$ cat config.mk
export PLATFORM = sky130hd
export DESIGN_NAME = key_entry
export DESIGN_NICKNAME = d
export VERILOG_FILES = /design/src/rtl/key_entry.sv
export SDC_FILE = /design/constraint.sdc
export NUM_CORES = 1
export LEC_CHECK = 0
export ABC_AREA = 1
export CAP_MARGIN = 20
export CORE_UTILIZATION = 53
export DETAILED_ROUTE_END_ITERATION = 8
export GPL_ROUTABILITY_DRIVEN = 0
export PLACE_DENSITY = 0.8
export SYNTH_ARGS = -nofsm -noshare
export SYNTH_HDL_FRONTEND = slang
export SYNTH_SLANG_ARGS = --single-unit
$ cat constraint.sdc
create_clock -name clk -period 2.2 [get_ports clk]
set_input_delay 0.44 -clock clk [delete_from_list [all_inputs] [get_ports clk]]
set_output_delay 0.44 -clock clk [all_outputs]
set_load 0.01 [all_outputs]
$ cat src/rtl/key_entry.sv
// Keypad-to-expression entry: builds packed-BCD operands A/B plus operator, hands off on "=".
// Optional key echo port is built when KEY_ENTRY_ECHO_EN is defined.
module key_entry #(
  parameter int DIGITS         = 4,
  parameter int RELEASE_CYCLES = 16
) (
  input  logic                  clk,
  input  logic                  reset,
  input  logic [3:0]            num,
  input  logic                  key_pressed,
  output logic [4*DIGITS-1:0]   op_a,
  output logic [4*DIGITS-1:0]   op_b,
  output logic [1:0]            op_code,
  output logic                  out_valid,
  input  logic                  out_ready,
  output logic [4*DIGITS-1:0]   disp_bcd,
  output logic                  ovf
`ifdef KEY_ENTRY_ECHO_EN
  ,
  output logic                  echo_valid,
  output logic [3:0]            echo_code
`endif
);

  localparam int W  = 4 * DIGITS;
  localparam int CW = $clog2(DIGITS + 1);
  localparam int RW = $clog2(RELEASE_CYCLES + 1);
  localparam logic [CW-1:0] DIG_MAX  = CW'(DIGITS);
  localparam logic [RW-1:0] REL_LAST = RW'(RELEASE_CYCLES - 1);

  typedef enum logic [1:0] {
    ST_A    = 2'd0,
    ST_B    = 2'd1,
    ST_SEND = 2'd2
  } state_t;

  state_t          state, state_n;
  logic [CW-1:0]   cnt_a, cnt_a_n;
  logic [CW-1:0]   cnt_b, cnt_b_n;
  logic [RW-1:0]   rel_cnt, rel_cnt_n;
  logic            armed, armed_n;
  logic [W-1:0]    op_a_n, op_b_n, disp_n;
  logic [1:0]      op_code_n;
  logic            out_valid_n, ovf_n;

  logic            key_ev;
  logic            is_digit, is_op, is_eq, is_clr;
  logic [1:0]      key_op;

  assign key_ev   = key_pressed & armed;
  assign is_digit = (num <= 4'd9);
  assign is_op    = (num >= 4'd10) && (num <= 4'd13);
  assign is_eq    = (num == 4'd14);
  assign is_clr   = (num == 4'd15);
  // A..D are 1010,1011,1100,1101: bits [2] and [0] give the operator index directly
  assign key_op   = {num[2], num[0]};

  // Next-state: release debounce, entry state machine and display selection
  always_comb begin
    state_n     = state;
    cnt_a_n     = cnt_a;
    cnt_b_n     = cnt_b;
    rel_cnt_n   = rel_cnt;
    armed_n     = armed;
    op_a_n      = op_a;
    op_b_n      = op_b;
    op_code_n   = op_code;
    out_valid_n = out_valid;
    ovf_n       = 1'b0;
    disp_n      = {W{1'b0}};

    if (key_ev) begin
      armed_n   = 1'b0;
      rel_cnt_n = {RW{1'b0}};
    end else if (key_pressed) begin
      rel_cnt_n = {RW{1'b0}};
    end else if (!armed) begin
      if (rel_cnt == REL_LAST) begin
        armed_n   = 1'b1;
        rel_cnt_n = {RW{1'b0}};
      end else begin
        rel_cnt_n = rel_cnt + RW'(1);
      end
    end else begin
      rel_cnt_n = {RW{1'b0}};
    end

    case (state)
      ST_A: begin
        if (key_ev && is_digit) begin
          if (cnt_a < DIG_MAX) begin
            op_a_n  = {op_a[W-5:0], num};
            cnt_a_n = cnt_a + CW'(1);
          end else begin
            ovf_n = 1'b1;
          end
        end else if (key_ev && is_op) begin
          if (cnt_a != {CW{1'b0}}) begin
            op_code_n = key_op;
            state_n   = ST_B;
          end else begin
            state_n = ST_A;
          end
        end else if (key_ev && is_clr) begin
          op_a_n  = {W{1'b0}};
          cnt_a_n = {CW{1'b0}};
        end else begin
          state_n = ST_A;
        end
      end
      ST_B: begin
        if (key_ev && is_digit) begin
          if (cnt_b < DIG_MAX) begin
            op_b_n  = {op_b[W-5:0], num};
            cnt_b_n = cnt_b + CW'(1);
          end else begin
            ovf_n = 1'b1;
          end
        end else if (key_ev && is_op) begin
          if (cnt_b == {CW{1'b0}}) begin
            op_code_n = key_op;
          end else begin
            op_code_n = op_code;
          end
        end else if (key_ev && is_eq) begin
          if (cnt_b != {CW{1'b0}}) begin
            state_n     = ST_SEND;
            out_valid_n = 1'b1;
          end else begin
            state_n = ST_B;
          end
        end else if (key_ev && is_clr) begin
          op_a_n    = {W{1'b0}};
          op_b_n    = {W{1'b0}};
          cnt_a_n   = {CW{1'b0}};
          cnt_b_n   = {CW{1'b0}};
          op_code_n = 2'd0;
          state_n   = ST_A;
        end else begin
          state_n = ST_B;
        end
      end
      ST_SEND: begin
        // key events here only disarm; the expression stays frozen until accepted
        if (out_valid && out_ready) begin
          op_a_n      = {W{1'b0}};
          op_b_n      = {W{1'b0}};
          cnt_a_n     = {CW{1'b0}};
          cnt_b_n     = {CW{1'b0}};
          op_code_n   = 2'd0;
          out_valid_n = 1'b0;
          state_n     = ST_A;
        end else begin
          state_n = ST_SEND;
        end
      end
      default: begin
        state_n     = ST_A;
        op_a_n      = {W{1'b0}};
        op_b_n      = {W{1'b0}};
        cnt_a_n     = {CW{1'b0}};
        cnt_b_n     = {CW{1'b0}};
        op_code_n   = 2'd0;
        out_valid_n = 1'b0;
      end
    endcase

    case (state_n)
      ST_A:    disp_n = op_a_n;
      ST_B:    disp_n = (cnt_b_n != {CW{1'b0}}) ? op_b_n : op_a_n;
      ST_SEND: disp_n = op_b_n;
      default: disp_n = {W{1'b0}};
    endcase
  end

  // State and output registers
  always_ff @(posedge clk) begin
    if (reset) begin
      state     <= ST_A;
      cnt_a     <= {CW{1'b0}};
      cnt_b     <= {CW{1'b0}};
      rel_cnt   <= {RW{1'b0}};
      armed     <= 1'b1;
      op_a      <= {W{1'b0}};
      op_b      <= {W{1'b0}};
      op_code   <= 2'd0;
      out_valid <= 1'b0;
      disp_bcd  <= {W{1'b0}};
      ovf       <= 1'b0;
    end else begin
      state     <= state_n;
      cnt_a     <= cnt_a_n;
      cnt_b     <= cnt_b_n;
      rel_cnt   <= rel_cnt_n;
      armed     <= armed_n;
      op_a      <= op_a_n;
      op_b      <= op_b_n;
      op_code   <= op_code_n;
      out_valid <= out_valid_n;
      disp_bcd  <= disp_n;
      ovf       <= ovf_n;
    end
  end

`ifdef KEY_ENTRY_ECHO_EN
  // Echo every accepted key event one cycle later, whatever the state did with it
  always_ff @(posedge clk) begin
    if (reset) begin
      echo_valid <= 1'b0;
      echo_code  <= 4'd0;
    end else begin
      echo_valid <= key_ev;
      echo_code  <= key_ev ? num : 4'd0;
    end
  end
`endif

endmodule

==> impl_metrics.tcl <==
set metrics [dict create \
    status "completed" \
    clock_latency_ps 350 \
    drive_gt1_share_pct 18.4 \
    ys_seq_area_share_pct 39.6 \
    clk_root_buffer_cell "clkbuf_8" \
    synth-warning-count 0 \
    hp-class "flop to flop" \
    io_pins 60 \
    period_needed_ps 2110 \
    cellLeakagePower_nw 1.77 \
    grt_usage_pct 28.7 \
    ant_nets 0 \
    multi_input_area_um2 1620 \
    core.rowCount 28 \
    yosysTopAreaCell "dfxtp_1" \
    fp.dieArea_um2 6620 \
    netlist_instances 472 \
    cts_setup_buffers 0 \
    clock_sinks 66 \
    detail_route.iter0.violations 239 \
    ctsLongestPathBuffers 2 \
    totalWireLength_um 8730 \
    grt_pass1_wl_um 14300 \
    synth_area_per_cell_um2 7.07 \
    place_ws_ps -232 \
    cts_tree "built" \
    required_ps 2400 \
    grt.overflow.total 0 \
    synth_flop_cell "dfxtp_1" \
    hold_viol 0 \
    grt_start_max_net_pins 33 \
    final_common_cell "nand2_1" \
    whs_path_depth 1 \
    cts_htree_levels 3 \
    viasPerCell 5.28 \
    fill_cells 449 \
    synth_cell_types 35 \
    drv_slew 0 \
    cts_buffers 9 \
    async_flop_share_pct 0 \
    grt_pass1_vias 3223 \
    worstPathMaxFanout 9 \
    relSlewSlack_pct 60.6 \
    critPathCaptureType "flop" \
    holdBufCountCts 0 \
    setup_viol 0 \
    fin_area_um2 4410 \
    die_w_um 81.3 \
    stdcell_count 639 \
    power_density_nw_per_um2 618 \
    vias 3374 \
    synth_edf_count 0 \
    arrival_ps 2310 \
    die_y_um 81.3 \
    worst_pin_slew_ps 592 \
    antenna_found_initial 0 \
    n_antenna_cell 0 \
    route.detailed.drc 0 \
    ir_worst_vdd_mv 0.432 \
    synth_top_area_share_pct 39.6 \
    ys_seq_elements 66 \
    r2r_cells 11 \
    dr.pass1.iters 5 \
    numPortBuffers 59 \
    max_freq_mhz 475 \
    placed_area_um2 4200 \
    rsz0062_at_grt "no" \
    fin_worst_skew_ps 6.27 \
    fin_nets 573 \
    ys_top_cells_by_area "dfxtp_1 40%, nand2_1 9.5%, inv_1 7.8%" \
    critPathLaunchType "primary input" \
    dp_cells 623 \
    core_um2 5990 \
    clkTransAtPathRegs_ps 70 \
    fin_crit_sh_pct 95.7 \
    cts.repair.resized 0 \
    maxCapViolCount 0 \
    areaGrowthSynthToFinish_pct 32.3 \
    seq_area_um2 1320 \
    synth_area_um2 3340 \
    synthesis.nets 486 \
    initial_utilization_pct 55.7 \
    final_cell_mix "84 x nand2_1, 69 x inv_1, 66 x dfxtp_1, 58 x clkdlybuf4s50_1, 48 x nor2_1" \
    wl_per_cell_um 13.7 \
    fin_ws_ps 93.5 \
    criticalPathCategory "primary input to flop" \
    dpl.hpwl_um 6340 \
]
==> flip-flops by register name, summed over array words and instances, names as in the netlist <==
register / count
armed: 1
ovf: 1
op_code: 2
state: 2
op_b: 16
cnt_a: 3
disp_bcd: 16
op_a: 16
cnt_b: 3
rel_cnt: 5
out_valid: 1
==> through the flow <==
| step | power [mW] | hold slack, ps | setup TNS [ps] | util (%) |
|---|---|---|---|---|
| after floorplan | 1.47 | 418 | 0 | - |
| after global placement | 1.61 | 429 | -2150 | 70.1 |
| after detailed placement | 1.62 | 439 | -3580 | 70.1 |
| after CTS | 2.74 | 450 | 0 | 73.7 |
| after global routing | 2.83 | 465 | 0 | 73.7 |
| final | 2.73 | 446 | 0 | 73.7 |
==> report_power, final <==
group | internal (mW) | switching, mW
sequential | 1.23 | 0.0232
clock | 0.642 | 0.487
combinational | 0.155 | 0.193
total | 2.03 | 0.702
==> kinds of logic after synthesis <==
| group | Yosys count | synth area share [%] |
|---|---|---|
| AND/OR/NAND/NOR | 195 | 26.9 |
| AO/OA/AOI/OAI | 108 | 19.3 |
| buffers and inverters | 97 | 11.9 |
| adder cells (fa/ha/maj) | 6 | 2.25 |
| flip-flops | 66 | 39.6 |
==> cells in the mapped netlist, types with 2 or more instances <==
library cell	count
nand2_2	19
nand2_4	3
nor2_1	48
o22ai_1	9
ha_1	6
a211oi_1	2
nand4_1	2
buf_2	3
o21ai_0	27
inv_2	8
o211ai_1	7
clkbuf_1	12
dfxtp_1	66
nand2_1	84
nor2_4	2
inv_1	69
buf_4	3
a21oi_1	34
o21ai_1	12
a21oi_2	11
nor4_1	2
nand3_1	28
nor2_2	3
==> critical path, stage by stage <==
cell             delay [ps]
clkdlybuf4s50_1         550
nand2_2                 110
nor2_4                  130
nand2_4                 110
buf_4                   150
nand2_1                 260
o22ai_1                 140
nand2_1                  80
o21ai_0                 140
nand2_1                 100
a21oi_1                  70
==> final cells by class <==
class | instances | area share, %
sequential | 66 | 29.9
multi-input combinational | 309 | 36.6
clock buffer | 10 | 2.89
clock inverter | 6 | 2.04
timing repair buffer | 96 | 19.8
tap | 75 | 2.13
inverter | 77 | 6.55
==> routing by layer <==
metal	track usage, %	vias up	part of all wire [%]
met3	5.62	22	5.6
met2	48.5	115	49
met5	0	-	0
met4	15.0	0	2.2
li1	-	1686	-
met1	34.1	1551	43
==> worst paths after layout <==
path,slack (ps),start,to
worst max-delay path,90,num[3],disp_bcd[4]
worst min-delay path,450,rel_cnt[0],rel_cnt[0]
worst max register to register,290,cnt_b[0],disp_bcd[4]
worst min register to register,450,rel_cnt[0],rel_cnt[0]
No activity file was read; power rests on OpenSTA's default activity.
